<file path="config.mk">
export PLATFORM = sky130hd
export DESIGN_NAME = stage_instruction_decode
export DESIGN_NICKNAME = d
export VERILOG_FILES = /design/src/rtl/stage_instruction_decode.sv
export SDC_FILE = /design/constraint.sdc
export NUM_CORES = 2
export LEC_CHECK = 0
export BUFFER_PORTS_ARGS = -buffer_cell sky130_fd_sc_hd__buf_2
export CAP_MARGIN = 20
export CORE_MARGIN = 4
export CORE_UTILIZATION = 55
export CTS_CLUSTER_DIAMETER = 150
export CTS_CLUSTER_SIZE = 28
export DETAILED_ROUTE_END_ITERATION = 8
export PLACE_DENSITY = 0.77
export SYNTH_ARGS = -nofsm -noshare
export SYNTH_HDL_FRONTEND = slang
export SYNTH_SLANG_ARGS = --single-unit
</file>
<file path="constraint.sdc">
create_clock -name clk -period 2.42 [get_ports clk]
set_input_delay 0.242 -clock clk [delete_from_list [all_inputs] [get_ports clk]]
set_output_delay 0.242 -clock clk [all_outputs]
set_load 0.01 [all_outputs]
</file>
<file path="src/rtl/stage_instruction_decode.sv">
// -----------------------------------------------------------------------------
// stage_instruction_decode
//   Decode stage of the 5-stage RV32I pipeline. Reads the 32x32 register
//   file, builds the sign-extended immediate and the control word for the
//   instruction coming from fetch, and registers all of it into the DE->EX
//   pipeline register.
//
//   Ports
//     clk, reset            clock (rising edge), synchronous active-high reset
//     ex_clear, ex_stall    bubble / hold for the DE->EX register (clear wins)
//     de_instr, de_pc,
//     de_pc_plus4           instruction and PCs from the fetch stage
//     wb_reg_write, wb_rd,
//     wb_result             register-file write port from the WB stage
//     de_rs1, de_rs2        combinational source indices for the hazard unit
//     ex_*                  registered operands, immediate, indices, PCs and
//                           control for the execute stage
//
//   Configuration macro
//     STAGE_DECODE_WB_BYPASS_EN  when defined, a read of the register being
//                                written back in the same cycle returns
//                                wb_result (write-first). When undefined the
//                                stored value is returned and the hazard unit
//                                is expected to stall.
// -----------------------------------------------------------------------------
module stage_instruction_decode #(
   parameter int XLEN  = 32,
   parameter int NREGS = 32
) (
   input  logic            clk,
   input  logic            reset,
   input  logic            ex_clear,
   input  logic            ex_stall,
   input  logic [31:0]     de_instr,
   input  logic [XLEN-1:0] de_pc,
   input  logic [XLEN-1:0] de_pc_plus4,
   input  logic            wb_reg_write,
   input  logic [4:0]      wb_rd,
   input  logic [XLEN-1:0] wb_result,
   output logic [4:0]      de_rs1,
   output logic [4:0]      de_rs2,
   output logic [XLEN-1:0] ex_rd1,
   output logic [XLEN-1:0] ex_rd2,
   output logic [XLEN-1:0] ex_imm,
   output logic [4:0]      ex_rs1,
   output logic [4:0]      ex_rs2,
   output logic [4:0]      ex_rd,
   output logic [XLEN-1:0] ex_pc,
   output logic [XLEN-1:0] ex_pc_plus4,
   output logic            ex_reg_write,
   output logic            ex_mem_write,
   output logic            ex_jump,
   output logic            ex_branch,
   output logic            ex_alu_src,
   output logic            ex_illegal,
   output logic [1:0]      ex_result_src,
   output logic [3:0]      ex_alu_ctrl,
   output logic [2:0]      ex_funct3
);

   localparam logic [6:0] OP_R      = 7'b0110011;
   localparam logic [6:0] OP_I_ALU  = 7'b0010011;
   localparam logic [6:0] OP_LOAD   = 7'b0000011;
   localparam logic [6:0] OP_STORE  = 7'b0100011;
   localparam logic [6:0] OP_BRANCH = 7'b1100011;
   localparam logic [6:0] OP_JAL    = 7'b1101111;
   localparam logic [6:0] OP_JALR   = 7'b1100111;
   localparam logic [6:0] OP_LUI    = 7'b0110111;

   localparam logic [3:0] ALU_ADD   = 4'd0;
   localparam logic [3:0] ALU_SUB   = 4'd1;
   localparam logic [3:0] ALU_AND   = 4'd2;
   localparam logic [3:0] ALU_OR    = 4'd3;
   localparam logic [3:0] ALU_XOR   = 4'd4;
   localparam logic [3:0] ALU_SLT   = 4'd5;
   localparam logic [3:0] ALU_SLTU  = 4'd6;
   localparam logic [3:0] ALU_SLL   = 4'd7;
   localparam logic [3:0] ALU_SRL   = 4'd8;
   localparam logic [3:0] ALU_SRA   = 4'd9;
   localparam logic [3:0] ALU_PASSB = 4'd10;

   localparam logic [1:0] RES_ALU   = 2'b00;
   localparam logic [1:0] RES_MEM   = 2'b01;
   localparam logic [1:0] RES_PC4   = 2'b10;

   typedef enum logic [2:0] {
      IMM_NONE,
      IMM_I,
      IMM_S,
      IMM_B,
      IMM_J,
      IMM_U
   } imm_sel_t;

   typedef struct packed {
      logic [XLEN-1:0] rd1;
      logic [XLEN-1:0] rd2;
      logic [XLEN-1:0] imm;
      logic [4:0]      rs1;
      logic [4:0]      rs2;
      logic [4:0]      rd;
      logic [XLEN-1:0] pc;
      logic [XLEN-1:0] pc_plus4;
      logic            reg_write;
      logic            mem_write;
      logic            jump;
      logic            branch;
      logic            alu_src;
      logic            illegal;
      logic [1:0]      result_src;
      logic [3:0]      alu_ctrl;
      logic [2:0]      funct3;
   } ex_t;

   // Arithmetic op for R / I-ALU encodings. allow_sub is 0 for I-ALU, where
   // bit 30 is part of the immediate for funct3=000 and must not select SUB.
   function automatic logic [3:0] alu_from_funct3(input logic [2:0] funct3,
                                                  input logic       f7b5,
                                                  input logic       allow_sub);
      logic [3:0] op;
      case (funct3)
         3'b000:  op = (f7b5 && allow_sub) ? ALU_SUB : ALU_ADD;
         3'b001:  op = ALU_SLL;
         3'b010:  op = ALU_SLT;
         3'b011:  op = ALU_SLTU;
         3'b100:  op = ALU_XOR;
         3'b101:  op = f7b5 ? ALU_SRA : ALU_SRL;
         3'b110:  op = ALU_OR;
         3'b111:  op = ALU_AND;
         default: op = ALU_ADD;
      endcase
      return op;
   endfunction

   logic [XLEN-1:0] regs_r [NREGS];
   ex_t             ex_r;
   ex_t             ex_next_s;

   logic [6:0]      opcode_s;
   logic [2:0]      funct3_s;
   logic [4:0]      rd_idx_s;
   logic            f7b5_s;
   logic [XLEN-1:0] rd1_s;
   logic [XLEN-1:0] rd2_s;
   logic [XLEN-1:0] imm_s;
   imm_sel_t        imm_sel_s;
   logic            reg_write_s;
   logic            mem_write_s;
   logic            jump_s;
   logic            branch_s;
   logic            alu_src_s;
   logic            illegal_s;
   logic [1:0]      result_src_s;
   logic [3:0]      alu_ctrl_s;

   assign opcode_s = de_instr[6:0];
   assign rd_idx_s = de_instr[11:7];
   assign funct3_s = de_instr[14:12];
   assign de_rs1   = de_instr[19:15];
   assign de_rs2   = de_instr[24:20];
   assign f7b5_s   = de_instr[30];

   // Register-file read ports; x0 always reads zero.
   always_comb begin
      rd1_s = '0;
      rd2_s = '0;
      if (de_rs1 == 5'd0) begin
         rd1_s = '0;
      end else begin
`ifdef STAGE_DECODE_WB_BYPASS_EN
         if (wb_reg_write && (wb_rd == de_rs1)) begin
            rd1_s = wb_result;
         end else begin
            rd1_s = regs_r[de_rs1];
         end
`else
         rd1_s = regs_r[de_rs1];
`endif
      end
      if (de_rs2 == 5'd0) begin
         rd2_s = '0;
      end else begin
`ifdef STAGE_DECODE_WB_BYPASS_EN
         if (wb_reg_write && (wb_rd == de_rs2)) begin
            rd2_s = wb_result;
         end else begin
            rd2_s = regs_r[de_rs2];
         end
`else
         rd2_s = regs_r[de_rs2];
`endif
      end
   end

   // Control decode by opcode; an all-zero word is a fetch bubble, not illegal.
   always_comb begin
      reg_write_s  = 1'b0;
      mem_write_s  = 1'b0;
      jump_s       = 1'b0;
      branch_s     = 1'b0;
      alu_src_s    = 1'b0;
      illegal_s    = 1'b0;
      result_src_s = RES_ALU;
      alu_ctrl_s   = ALU_ADD;
      imm_sel_s    = IMM_NONE;
      case (opcode_s)
         OP_R: begin
            reg_write_s = 1'b1;
            alu_ctrl_s  = alu_from_funct3(funct3_s, f7b5_s, 1'b1);
         end
         OP_I_ALU: begin
            reg_write_s = 1'b1;
            alu_src_s   = 1'b1;
            alu_ctrl_s  = alu_from_funct3(funct3_s, f7b5_s, 1'b0);
            imm_sel_s   = IMM_I;
         end
         OP_LOAD: begin
            reg_write_s  = 1'b1;
            alu_src_s    = 1'b1;
            result_src_s = RES_MEM;
            imm_sel_s    = IMM_I;
         end
         OP_STORE: begin
            mem_write_s = 1'b1;
            alu_src_s   = 1'b1;
            imm_sel_s   = IMM_S;
         end
         OP_BRANCH: begin
            branch_s   = 1'b1;
            alu_ctrl_s = ALU_SUB;
            imm_sel_s  = IMM_B;
         end
         OP_JAL: begin
            jump_s       = 1'b1;
            reg_write_s  = 1'b1;
            result_src_s = RES_PC4;
            imm_sel_s    = IMM_J;
         end
         OP_JALR: begin
            jump_s       = 1'b1;
            reg_write_s  = 1'b1;
            alu_src_s    = 1'b1;
            result_src_s = RES_PC4;
            imm_sel_s    = IMM_I;
         end
         OP_LUI: begin
            reg_write_s = 1'b1;
            alu_src_s   = 1'b1;
            alu_ctrl_s  = ALU_PASSB;
            imm_sel_s   = IMM_U;
         end
         default: begin
            illegal_s = (de_instr != 32'h0000_0000);
         end
      endcase
   end

   // Immediate generation, sign-extended from instr[31].
   always_comb begin
      imm_s = '0;
      case (imm_sel_s)
         IMM_I:   imm_s = {{20{de_instr[31]}}, de_instr[31:20]};
         IMM_S:   imm_s = {{20{de_instr[31]}}, de_instr[31:25], de_instr[11:7]};
         IMM_B:   imm_s = {{19{de_instr[31]}}, de_instr[31], de_instr[7],
                           de_instr[30:25], de_instr[11:8], 1'b0};
         IMM_J:   imm_s = {{11{de_instr[31]}}, de_instr[31], de_instr[19:12],
                           de_instr[20], de_instr[30:21], 1'b0};
         IMM_U:   imm_s = {de_instr[31:12], 12'h000};
         default: imm_s = '0;
      endcase
   end

   // Assemble the word loaded into the DE->EX register.
   always_comb begin
      ex_next_s            = '0;
      ex_next_s.rd1        = rd1_s;
      ex_next_s.rd2        = rd2_s;
      ex_next_s.imm        = imm_s;
      ex_next_s.rs1        = de_rs1;
      ex_next_s.rs2        = de_rs2;
      ex_next_s.rd         = rd_idx_s;
      ex_next_s.pc         = de_pc;
      ex_next_s.pc_plus4   = de_pc_plus4;
      ex_next_s.reg_write  = reg_write_s;
      ex_next_s.mem_write  = mem_write_s;
      ex_next_s.jump       = jump_s;
      ex_next_s.branch     = branch_s;
      ex_next_s.alu_src    = alu_src_s;
      ex_next_s.illegal    = illegal_s;
      ex_next_s.result_src = result_src_s;
      ex_next_s.alu_ctrl   = alu_ctrl_s;
      ex_next_s.funct3     = funct3_s;
   end

   // Register file storage; x0 is never written. Writes continue during stalls.
   always_ff @(posedge clk) begin
      if (reset) begin
         for (int i = 0; i < NREGS; i++) begin
            regs_r[i] <= '0;
         end
      end else if (wb_reg_write && (wb_rd != 5'd0)) begin
         regs_r[wb_rd] <= wb_result;
      end
   end

   // DE->EX pipeline register: reset > clear > stall > load.
   always_ff @(posedge clk) begin
      if (reset) begin
         ex_r <= '0;
      end else if (ex_clear) begin
         ex_r <= '0;
      end else if (ex_stall) begin
         ex_r <= ex_r;
      end else begin
         ex_r <= ex_next_s;
      end
   end

   assign ex_rd1        = ex_r.rd1;
   assign ex_rd2        = ex_r.rd2;
   assign ex_imm        = ex_r.imm;
   assign ex_rs1        = ex_r.rs1;
   assign ex_rs2        = ex_r.rs2;
   assign ex_rd         = ex_r.rd;
   assign ex_pc         = ex_r.pc;
   assign ex_pc_plus4   = ex_r.pc_plus4;
   assign ex_reg_write  = ex_r.reg_write;
   assign ex_mem_write  = ex_r.mem_write;
   assign ex_jump       = ex_r.jump;
   assign ex_branch     = ex_r.branch;
   assign ex_alu_src    = ex_r.alu_src;
   assign ex_illegal    = ex_r.illegal;
   assign ex_result_src = ex_r.result_src;
   assign ex_alu_ctrl   = ex_r.alu_ctrl;
   assign ex_funct3     = ex_r.funct3;

endmodule
</file>
==> metrics.yaml <==
status: "finished clean"
final.setup_skew_ps: 57.42
switching_share_pct: 25.77
cts-htree-levels: 2
p_sw_w: 0.01055
report.final.slew_viol_count: 0
fin_hold_ws_ps: 17.05
grt_remaining_overflow: 0
p_leak_nw: 25.53
detailed_place_hpwl_mm: 137.8
die_y_um: 341.8
vdd_drop_max_v: 0.0005383
cts_sinks: 1214
powerDensity_mw_per_mm2: 588.6
crit_path_max_incr_delay_ps: 890
portBuffers: 337
slew_headroom_pct: 22.73
finalWirelength_mm: 207.9
finalCriticalPeriod_ps: 2397
drc: 0
die_area_sq_mm: 0.1168
ioPinCount: 338
grt_max_degree: 89
start_kind: "register"
critical_path.startpoint: "regs_r[12][5]$_SDFFCE_PN0P_"
antenna_left: 0
cts_tree: "done"
reg2reg_slack_ps: 20
synth-main-ff-cell: "edfxtp_1"
synthCells: 4369
synth_cell_types: 61
die_x_um: 341.8
final-setup-viol-count: 0
met2WireLength_mm: 94.15
grt_setup_unrepaired: "false"
yosys_warnings: 0
crit_chain: "mux4_2, a22o_1, a2111oi_2, a21oi_1, a22o_1"
top_layer: "met4"
tightest_slew_ps: 1150
worst-path-buf-inv: 0
criticalPathCategory: "reg -> reg"
synth_compound_area_share_pct: 4.899
syn-cell-area_sq_mm: 0.06128
m1WireLength_mm: 69.52
core_area_sq_mm: 0.1107
r2r_start: "regs_r[12][5]$_SDFFCE_PN0P_"
clk_latency_ps: 710
synthDominantCellAreaShare_pct: 50.18
wl_met3_mm: 28.21
cts-root-buf: "clkbuf_16"
yosysSeqAreaShare_pct: 56.39
synthAdderAreaFrac_pct: 0
n_fill_cell: 7990
cellInternalPower_w: 0.03038
core.rowCount: 122
drt_iter0_markers: 6328
end_kind: "register"
yosys_register_bits: 1214
synth_top_family_by_area: "multiplexers"
antenna_found_initial: 17
synth_mux_area_share_pct: 20.87
drive_gt1_share_pct: 26.80
finalCritPeriodShare_pct: 99.07
share_comb_of_total_power_pct: 14.9
drtPass1Iterations: 6
hp-class: "in -> reg"
hold_end: "ex_illegal$_SDFFE_PP0N_"
async_flop_share_pct: 0
nets: 4905
drv_cap: 0
grt_pass1_vias: 43120
min_from: "ex_clear"
clockPowerShare_pct: 25.6
grt_pass1_wl_mm: 295.4
rr_worst_depth: 5
worstHoldPathCells: 3
vias_per_cell: 6.792
cpMaxStageDelayCell: "a2111oi_2"
clkTransAtPathRegs_ps: 120
cp.arrival_ps: 3000
dr_total_vias: 42830
synth_top_cell_by_area: "edfxtp_1"
critical_path.top_delay_family: "compound AO/OA/AOI/OAI gates"
max_freq_mhz: 417.1
clock_path_buffers: 3
synthTopCellsByArea: "edfxtp_1 50%, mux4_2 16%, and2_1 10%"
path_max_fanout: 2
reg2reg_to: "ex_rd1[5]$_SDFFE_PP0N_"
start_util_pct: 55.37
post_drt_wl_per_cell_um: 32.98
finalPower_w: 0.04092
cts_made_buffers: 49
crit_path_frequent_cell: "a22o_1"
synthSimpleGateAreaFrac_pct: 14.49
cts_setup_buffers: 0
synth_xor_area_share_pct: 0.02859
final-hold-violation-count: 0
syn_to_final_growth_pct: 13.47
critPathRequiredTime_ps: 3020
synth_edf_count: 1024
postLayoutCoreUtil_pct: 62.83
power_frac_seq_pct: 59.4
gp_congestion: 0.9442
track_usage_pct: 35.05
syn_avg_cell_area_sq_um: 14.02
## how the worst max path moves through the flow
stage                                  endpoint  slack, ps  cells after the start
finish                   ex_rd1[5]$_SDFFE_PP0N_         20                      5
global route             ex_rd1[5]$_SDFFE_PP0N_         90                      5
CTS                      ex_rd1[1]$_SDFFE_PP0N_        120                      5
detailed placement      ex_rd1[10]$_SDFFE_PP0N_       -310                      8
global placement        ex_rd1[10]$_SDFFE_PP0N_       -310                      8
floorplan           regs_r[13][0]$_SDFFCE_PN0P_        430                      4
## layout by cell type (no fill, tap or decap), types with 57 or more instances in the layout
master / Yosys / layout
a22o_1: 57 / 57
buf_4: 27 / 240
a21oi_1: 102 / 102
buf_12: 0 / 111
mux2i_1: 280 / 280
dfxtp_1: 190 / 190
nand2_1: 230 / 229
buf_2: 75 / 328
dlygate4sd3_1: 0 / 82
nor2_1: 135 / 105
and2_1: 998 / 997
edfxtp_1: 1024 / 1024
o22ai_1: 57 / 57
mux4_2: 442 / 442
## layer usage
metal	up-vias	track usage [%]
li1	17200	-
met1	21290	44.23
met2	3574	54.57
met3	759	8.705
met4	0	22.34
met5	-	0
## through the flow
stage	setup TNS, ps	cells	setup WS [ps]	instance area, sq um
after global placement	-1554	6122	-308.7	67240
after detailed placement	-2011	6122	-310.7	67240
after CTS	0	6294	117.4	69490
after global routing	0	6298	87.93	69510
after floorplan	0	4400	434.4	61390
final	0	6305	22.56	69530
## cells in the mapped netlist, drive strengths merged, types with 3 or more instances
library cell and count:
nor3 37, mux2 3, o221ai 32, nand3 9, inv 6, or2 33, o211ai 6, edfxtp 1024
a32oi 3, a32o 4, o21bai 3, mux4 442, dfxtp 190, nor2 135, nor2b 9, a221oi 8
nor4 7, nand3b 9, a21oi 104, a2111oi 27, o21ai 31, nor3b 27, mux2i 280, clkbuf 321
nand2 230, a22o 57, a211oi 5, or3 3, buf 131, a311oi 5, and2 998, a22oi 55
nand4 50, o22ai 57, or3b 5
## final cells by class
class	count	area [sq um]	share of cell area (%)
Tap cell	1488	1862	2.678
Clock inverter	3	36.28	0.05219
Sequential cell	1214	34550	49.69
Antenna cell	11	27.53	0.03959
Inverter	6	25.02	0.03599
Timing Repair Buffer	768	6576	9.458
Multi-Input combinational cell	2728	25060	36.04
Clock buffer	87	1390	1.999
## cells by family (layout without fill, tap and decap cells)
kind of cell	count (synthesis)	after routing
AOI/OAI and AO/OA	407	407
xor gates and xnor gates	2	2
buffers and inverters	458	864
DFF	1214	1214
muxes	725	725
other	1	43
and+or+nand+nor	1562	1562
## power by group through the flow
stage / registers (W) / clock network [W] / logic, W
after floorplan: 0.0245 / 0 / 0.00342
after global placement: 0.0247 / 0 / 0.00579
after detailed placement: 0.0247 / 0 / 0.00587
after CTS: 0.0243 / 0.0105 / 0.00599
after global routing: 0.0244 / 0.0112 / 0.00631
final: 0.0243 / 0.0105 / 0.00612
## tightest hold or removal path: stages
cell	delay, ps
buf_2	100
or2_4	270
nor2_1	80
## registers in the layout (all words and copies together), names as in the netlist
name	cells
ex_alu_ctrl	4
ex_alu_src	1
ex_branch	1
ex_funct3	3
ex_illegal	1
ex_imm	32
ex_jump	1
ex_mem_write	1
ex_pc	32
ex_pc_plus4	32
ex_rd	5
ex_rd1	32
ex_rd2	32
ex_reg_write	1
ex_result_src	2
ex_rs1	5
ex_rs2	5
regs_r	1024
## repair_timing
item,4_1_cts,5_1_grt
endpoints found under the setup margin,0,1
gates resized for setup,0,1
endpoints found under the hold margin,96,0
hold buffers,82,0
(Power assumes the default switching activity.)
